File: src/rtl/rst_gen_sync.sv
// Reset generator: async assert, synchronized and stretched deassert, plus a
// software reset path with cause tracking and a saturating software-reset count.
module rst_gen_sync #(
  parameter int unsigned SYNC_STAGES = 2,
  parameter int unsigned HOLD_CYCLES = 16
) (
  input  logic       clk,
  input  logic       rst_n,
  input  logic       sw_rst_i,
  output logic       rst_n_o,
  output logic       rst_done_o,
  output logic [1:0] rst_cause_o,
  output logic [7:0] sw_rst_cnt_o
);

  localparam int unsigned      CNT_W     = (HOLD_CYCLES > 1) ? $clog2(HOLD_CYCLES) : 1;
  localparam logic [CNT_W-1:0] CNT_LAST  = CNT_W'(HOLD_CYCLES - 1);
  localparam logic [1:0]       CAUSE_EXT = 2'b01;
  localparam logic [1:0]       CAUSE_SW  = 2'b10;

  typedef enum logic [1:0] {
    IN_RESET,
    HOLD,
    RUN
  } state_t;

  state_t                 state_q, state_d;
  logic [SYNC_STAGES-1:0] sync_q;
  logic                   sync_ok;
  logic [CNT_W-1:0]       cnt_q, cnt_d;
  logic                   rst_n_d;
  logic                   done_d;
  logic [1:0]             cause_d;
  logic [7:0]             sw_cnt_d;

  // Only the chain sees the raw rst_n release, so any metastability stays here.
  always_ff @(posedge clk or negedge rst_n) begin
    if (!rst_n) begin
      sync_q <= '0;
    end else begin
      sync_q <= {sync_q[SYNC_STAGES-2:0], 1'b1};
    end
  end

  assign sync_ok = sync_q[SYNC_STAGES-1];

  always_ff @(posedge clk or negedge rst_n) begin
    if (!rst_n) begin
      state_q      <= IN_RESET;
      cnt_q        <= '0;
      rst_n_o      <= 1'b0;
      rst_done_o   <= 1'b0;
      rst_cause_o  <= CAUSE_EXT;
      sw_rst_cnt_o <= '0;
    end else begin
      state_q      <= state_d;
      cnt_q        <= cnt_d;
      rst_n_o      <= rst_n_d;
      rst_done_o   <= done_d;
      rst_cause_o  <= cause_d;
      sw_rst_cnt_o <= sw_cnt_d;
    end
  end

  // Outputs are computed as next-state values so every output leaves a flop.
  always_comb begin
    state_d  = state_q;
    cnt_d    = cnt_q;
    rst_n_d  = rst_n_o;
    done_d   = 1'b0;
    cause_d  = rst_cause_o;
    sw_cnt_d = sw_rst_cnt_o;

    unique case (state_q)
      IN_RESET: begin
        cnt_d   = '0;
        rst_n_d = 1'b0;
        if (sync_ok) begin
          state_d = HOLD;
        end
      end

      HOLD: begin
        rst_n_d = 1'b0;
        if (sw_rst_i) begin
          cnt_d   = '0;
          cause_d = CAUSE_SW;
        end else if (cnt_q == CNT_LAST) begin
          state_d = RUN;
          cnt_d   = '0;
          rst_n_d = 1'b1;
          done_d  = 1'b1;
        end else begin
          cnt_d = cnt_q + 1'b1;
        end
      end

      RUN: begin
        rst_n_d = 1'b1;
        if (sw_rst_i) begin
          state_d = HOLD;
          cnt_d   = '0;
          rst_n_d = 1'b0;
          cause_d = CAUSE_SW;
          if (sw_rst_cnt_o != '1) begin
            sw_cnt_d = sw_rst_cnt_o + 8'd1;
          end
        end
      end

      default: begin
        state_d = IN_RESET;
        cnt_d   = '0;
        rst_n_d = 1'b0;
      end
    endcase
  end

endmodule

File: config.mk
export PLATFORM = sky130hd
export DESIGN_NAME = rst_gen_sync
export DESIGN_NICKNAME = d
export VERILOG_FILES = /design/src/rtl/rst_gen_sync.sv
export SDC_FILE = /design/constraint.sdc
export NUM_CORES = 1
export LEC_CHECK = 0
export BUFFER_PORTS_ARGS = -buffer_cell sky130_fd_sc_hd__buf_2
export CAP_MARGIN = 20
export CORE_MARGIN = 2
export CORE_UTILIZATION = 54
export CTS_CLUSTER_SIZE = 10
export DETAILED_ROUTE_END_ITERATION = 10
export PLACE_DENSITY = 0.76
export REMOVE_ABC_BUFFERS = 1
export SLEW_MARGIN = 20
export SYNTH_ARGS = -nofsm -noshare
export SYNTH_HDL_FRONTEND = slang
export SYNTH_SLANG_ARGS = --single-unit
File: constraint.sdc
create_clock -name clk -period 1.77 [get_ports clk]
set_clock_uncertainty 0.05 [all_clocks]
set_input_delay 0.2655 -clock clk [delete_from_list [all_inputs] [get_ports clk]]
set_output_delay 0.2655 -clock clk [all_outputs]
set_load 0.1 [all_outputs]
Word-level counts from Yosys, hierarchy flattened
Index checks and enable logic that the tools add are counted.
{ "totals": {"word_cells": 36, "output_inout_bits": 12, "in_bits": 3, "reg_bits": 20} }
{ "op_classes": {"addsub": 2, "n_eq_ne": 8, "n_mux": 14, "reduce_logical": 5} }
{ "ops": {"columns": ["cell", "count"], "rows": [
  ["two-way mux 4 bit", 3],
  ["adder 8 x 1 -> 8 bit (second input constant)", 1],
  ["two-way mux 2 bit", 4],
  ["!= test 2 bit (second input constant)", 4],
  ["!= test 8 bit (second input constant)", 1],
  ["one-hot mux 4 bit (2 select lines)", 1],
  ["one-hot mux 2 bit (3 select lines)", 1],
  ["adder 4 x 1 -> 4 bit (second input constant)", 1],
  ["== test 4 bit (second input constant)", 1],
  ["two-way mux 1 bit", 4],
  ["AND reduction 4 bit", 1],
  ["AND reduction 3 bit", 1],
  ["== test 2 x 1 -> 1 bit (second input constant)", 1],
  ["== test 2 bit (second input constant)", 1],
  ["logical NOT 2 bit", 1],
  ["one-hot mux 1 bit (2 select lines)", 1],
  ["AND reduction 2 bit", 1],
  ["OR reduction 2 bit", 1]
]} }

Longest topological paths before layout
{ "depth": {"depth_word": 4, "ltp_mapped": 7, "ltp_nobuf": 6} }

Least setup slack after synthesis
Ideal clock, no wire load.
{ "synth_timing": {"kind": "register -> register", "startpoint": "register sw_rst_cnt_o[0]", "endpoint": "register sw_rst_cnt_o[1]", "synth_period_minus_slack_ns": 2.375, "path_buffers": 0, "setup_ns": 0.126, "required_time_ns": 1.594, "setup_slack_ns": -0.605, "arrival_time_ns": 2.199, "path_stages_with_launch": 6, "path_cell_list": "dfrtp_1 > ha_1 > nand3_2 > or3_4 > nand3_2 > mux2_4"} }
{ "synth_via": {"elab_chain_len": 2} }
{ "synth_rtl": {"columns": ["element", "line_no", "source"], "rows": [
  ["start: declaration", "13", "output logic [7:0] sw_rst_cnt_o"],
  ["start signal: assignment", "61", "sw_rst_cnt_o <= sw_cnt_d;"],
  ["branches (longest 2 deep; another with adder 8 x 1 -> 8 bit)", null, null]
]} }
Parallel ways; which one is timed is not known.
A chain may end at the register's enable or synchronous reset.

Worst setup path in the final report
{ "layout_timing": {"startpoint": "register sw_rst_cnt_o[1]", "endpoint": "register sw_rst_cnt_o[1]"} }
The elaborated chain is that of the path after synthesis.

==> flow_metrics.tcl <==
set metrics [dict create \
    status "completed" \
    grt_usage_pct 21.9 \
    crit_path_max_fanout 4 \
    rsz0062_at_grt "false" \
    wire_length_of_the_first_global_routing_pass_mm 3.24 \
    routabilityCongestion 0.877 \
    numPortBuffers 14 \
    cts_tree "built" \
    ant_nets 0 \
    cts_max_path_buffers 2 \
    clock_latency_at_the_later_pin_of_the_worst_skew_pair_ns 0.32 \
    clock-sinks 20 \
    remaining_drc_errors 0 \
    cellPowerDensity_mw_per_mm2 858 \
    holdPathEnd "cnt_q[3]" \
    critPathArrivalTime_ns 1.87 \
    syn_inst 93 \
    final_util_pct 68.4 \
    postCtsSetupBuffers 0 \
    num_io_pins 15 \
    flow.area_growth_from_synthesis_pct 20.1 \
    dr_iter_0_viols 16 \
    initial_core_util_pct 57.0 \
    synth-compound-area-share_pct 11.7 \
    cts-root-buf "clkbuf_4" \
    clockPowerShare_pct 28.0 \
    critical_path_required_ns 1.94 \
    hold_path.startpoint "sw_rst_i" \
    fp.coreArea_mm2 0.00171 \
    top_layer_used "met4" \
    reg2regPathDepth 5 \
    final.fill_count 131 \
    route.vias.total 766 \
    drt_wl_total_mm 1.91 \
    clock_pin_slew_on_the_worst_setup_and_hold_paths_ns 0.12 \
    sw_frac_of_total_pct 30.3 \
    power_frac_comb_pct 21.3 \
    critical_path.cell_chain "ha_2 > nand3_2 > or3_4 > nand3_2 > mux2_4" \
    yosysWarnings 0 \
    core_rows 15 \
    cts_buffers 3 \
    drv_slew 0 \
    synth.lib_cells_used.distinct 34 \
    hold-worst-slack_ns 0.206 \
    routedLengthMet1_um 923 \
    met3_length_um 82 \
    yosys.area_share.simple_pct 20.2 \
    worst_min_delay_path_class "primary input to flip-flop" \
    synth_xor_area_share_pct 1.80 \
    power.net_switching_w 0.000304 \
    antenna_found_initial 0 \
    critPathCaptureType "flip-flop" \
    drt_first_pass_iters 4 \
    path_class "flip-flop to flip-flop" \
    synth_sequential_area_ratio_pct 51.5 \
    vdd_ir_drop_max_uv 650 \
    number_of_flip_flops_and_latches_in_the_synthesized_netlist 20 \
    dieArea_mm2 0.00216 \
    max_freq_mhz 589 \
    global_route.overflow_total 0 \
    pin_count_of_the_biggest_net_entering_global_routing 21 \
    share_seq_of_total_power_pct 50.8 \
    mappedNetlistArea_um2 973 \
    report.final.hold_viol_count 0 \
    avgSynthCellArea_um2 10.5 \
    whs_path_cells 2 \
    die_h_um 46.5 \
    min_period_over_period_pct 96.0 \
    hpwlAfterDp_mm 1.32 \
    antenna-diode-count 0 \
    routed-wl-met2_um 866 \
    reg2reg_slack_ns 0.07 \
    internal_power_w 0.000699 \
    first_global_vias 722 \
    synth-adder-area-share_pct 7.71 \
    cpPeakStageDelay_ns 0.41 \
    p_leak_nw 0.575 \
    cap_violations 0 \
    die_w_um 46.5 \
    layout-drive-gt1-share_pct 30.8 \
    timing.final.crit_period_ns 1.70 \
    slowest_stage_cell_cp "dfrtp_1" \
    multi_input_comb_area_um2 448 \
    crit_path_start_kind "flip-flop" \
    rr_startpoint "sw_rst_cnt_o[1]" \
    synth_mux_area_share_pct 3.73 \
    routed_wire_length_per_instance_um 13.5 \
    finalSetupViolations 0 \
    critical_path.most_common_cell "nand3_2" \
    htree_levels 1 \
    synth_top_family_by_area "simple AND/OR/NAND/NOR gates" \
    vias_per_cell 5.39 \
    critical_path.reg2reg.endpoint "sw_rst_cnt_o[1]" \
    nNetsFinal 127 \
    seq_area_um2 502 \
]
-- critical path, delay by kind of cell (launching register included) --
kind | cells | cell delay, ns
fa+ha+maj | 1 | 0.21
flops | 1 | 0.41
mux | 1 | 0.30
simple gates | 3 | 0.63
-- stage by stage --
stage               instances  total power [W]  cell area [µm²]  setup WS (ns)  TNS [ns]
floorplan                  91         0.000662              963         -0.606     -2.42
global placement          137         0.000723             1120          0.135         0
detailed placement        137         0.000729             1120         0.0807         0
CTS                       142          0.00101             1160         0.0590         0
global route              142          0.00107             1170        0.00393         0
finish                    142          0.00100             1170         0.0709         0
-- how the worst max path moves through the flow --
stage	startpoint	cells after the start	end	slack, ns
6_report	sw_rst_cnt_o[1]	5	sw_rst_cnt_o[1]	0.07
5_1_grt	cnt_q[0]	5	state_q[0]	0.004
4_1_cts	sw_rst_cnt_o[1]	5	sw_rst_cnt_o[1]	0.06
3_5_place_dp	sw_rst_cnt_o[1]	5	sw_rst_cnt_o[1]	0.08
3_3_place_gp	sw_rst_cnt_o[1]	5	sw_rst_cnt_o[1]	0.14
2_1_floorplan	sw_rst_cnt_o[0]	5	sw_rst_cnt_o[1]	-0.61
-- layout by cell type, fill, tap and decap left out, drive strengths merged, types with 2 or more instances in the layout --
master  count
a21oi       6
a31oi       3
and3        3
buf        21
clkbuf      4
dfrtp      19
ha          6
inv         5
mux2        2
nand2       4
nand3       8
nand4       3
nor2       11
o21a        2
xnor2       2
-- cell type report --
type	instances	share of cell area, %
flip-flops and latches	20	42.9
multi-input cells	66	38.3
repair buffers	22	11.3
clock buffers	4	3.10
well taps	25	2.68
inverters	5	1.61
-- registers in the layout (all words and copies together), names as in the netlist --
| register | count |
|---|---|
| rst_done_o | 1 |
| rst_cause_o | 2 |
| sync_q | 2 |
| state_q | 2 |
| sw_rst_cnt_o | 8 |
| cnt_q | 4 |
| rst_n_o | 1 |
-- metal layers --
layer	track usage [%]	up-vias
li1	-	375
met1	30.4	365
met3	4.71	7
met4	10.3	0
met5	0	-
met2	32.5	19
-- power groups by stage --
stage	clock [W]	combinational, W	sequential, W
2_1_floorplan	0	0.000142	0.000519
5_1_grt	0.000301	0.000250	0.000515
3_5_place_dp	0	0.000213	0.000517
4_1_cts	0.000287	0.000214	0.000509
3_3_place_gp	0	0.000208	0.000515
6_report	0.000281	0.000213	0.000509
-- Yosys cell counts (all sizes together) --
cell type  instances  share of area (%)
mux2               2                2.7
or3b               1               0.90
nor3b              1               0.77
conb               1               0.39
dfstp              1                2.7
buf                2                1.0
xnor2              2                1.8
o22a               1               0.90
a21boi             1               0.77
mux2i              1                1.0
a31oi              3                1.9
nand2              4                1.5
a22oi              1               0.77
nand2b             1               0.64
o21ai              1               0.51
ha                 6                7.7
dfrtp             19                 49
nor4               1               0.64
and3               3                2.1
a21oi              6                3.1
nor2              11                4.2
a21o               1               0.77
nand3              8                5.1
o22ai              1               0.64
or2                1               0.64
nand4              3                1.9
o21bai             1               0.77
o21a               2                1.5
inv                5                1.9
or3                1                1.2
nor3               1               0.51
-- timing repair --
item                                    CTS  global route
hold endpoints to repair                 19             0
hold buffers                              1             0
endpoints found under the setup margin    0             2
gates resized for setup                   0             2
-- kinds of logic (layout without fill, tap and decap cells) --
group | count (synthesis) | in the layout
XOR/XNOR | 2 | 2
AO/OA/AOI/OAI | 18 | 18
AND/OR/NAND/NOR | 36 | 36
other | 1 | 1
buffers and inverters | 7 | 31
adder cells (fa/ha/maj) | 6 | 6
flip-flops | 20 | 20
multiplexers | 3 | 3
(Power assumes the default switching activity.)
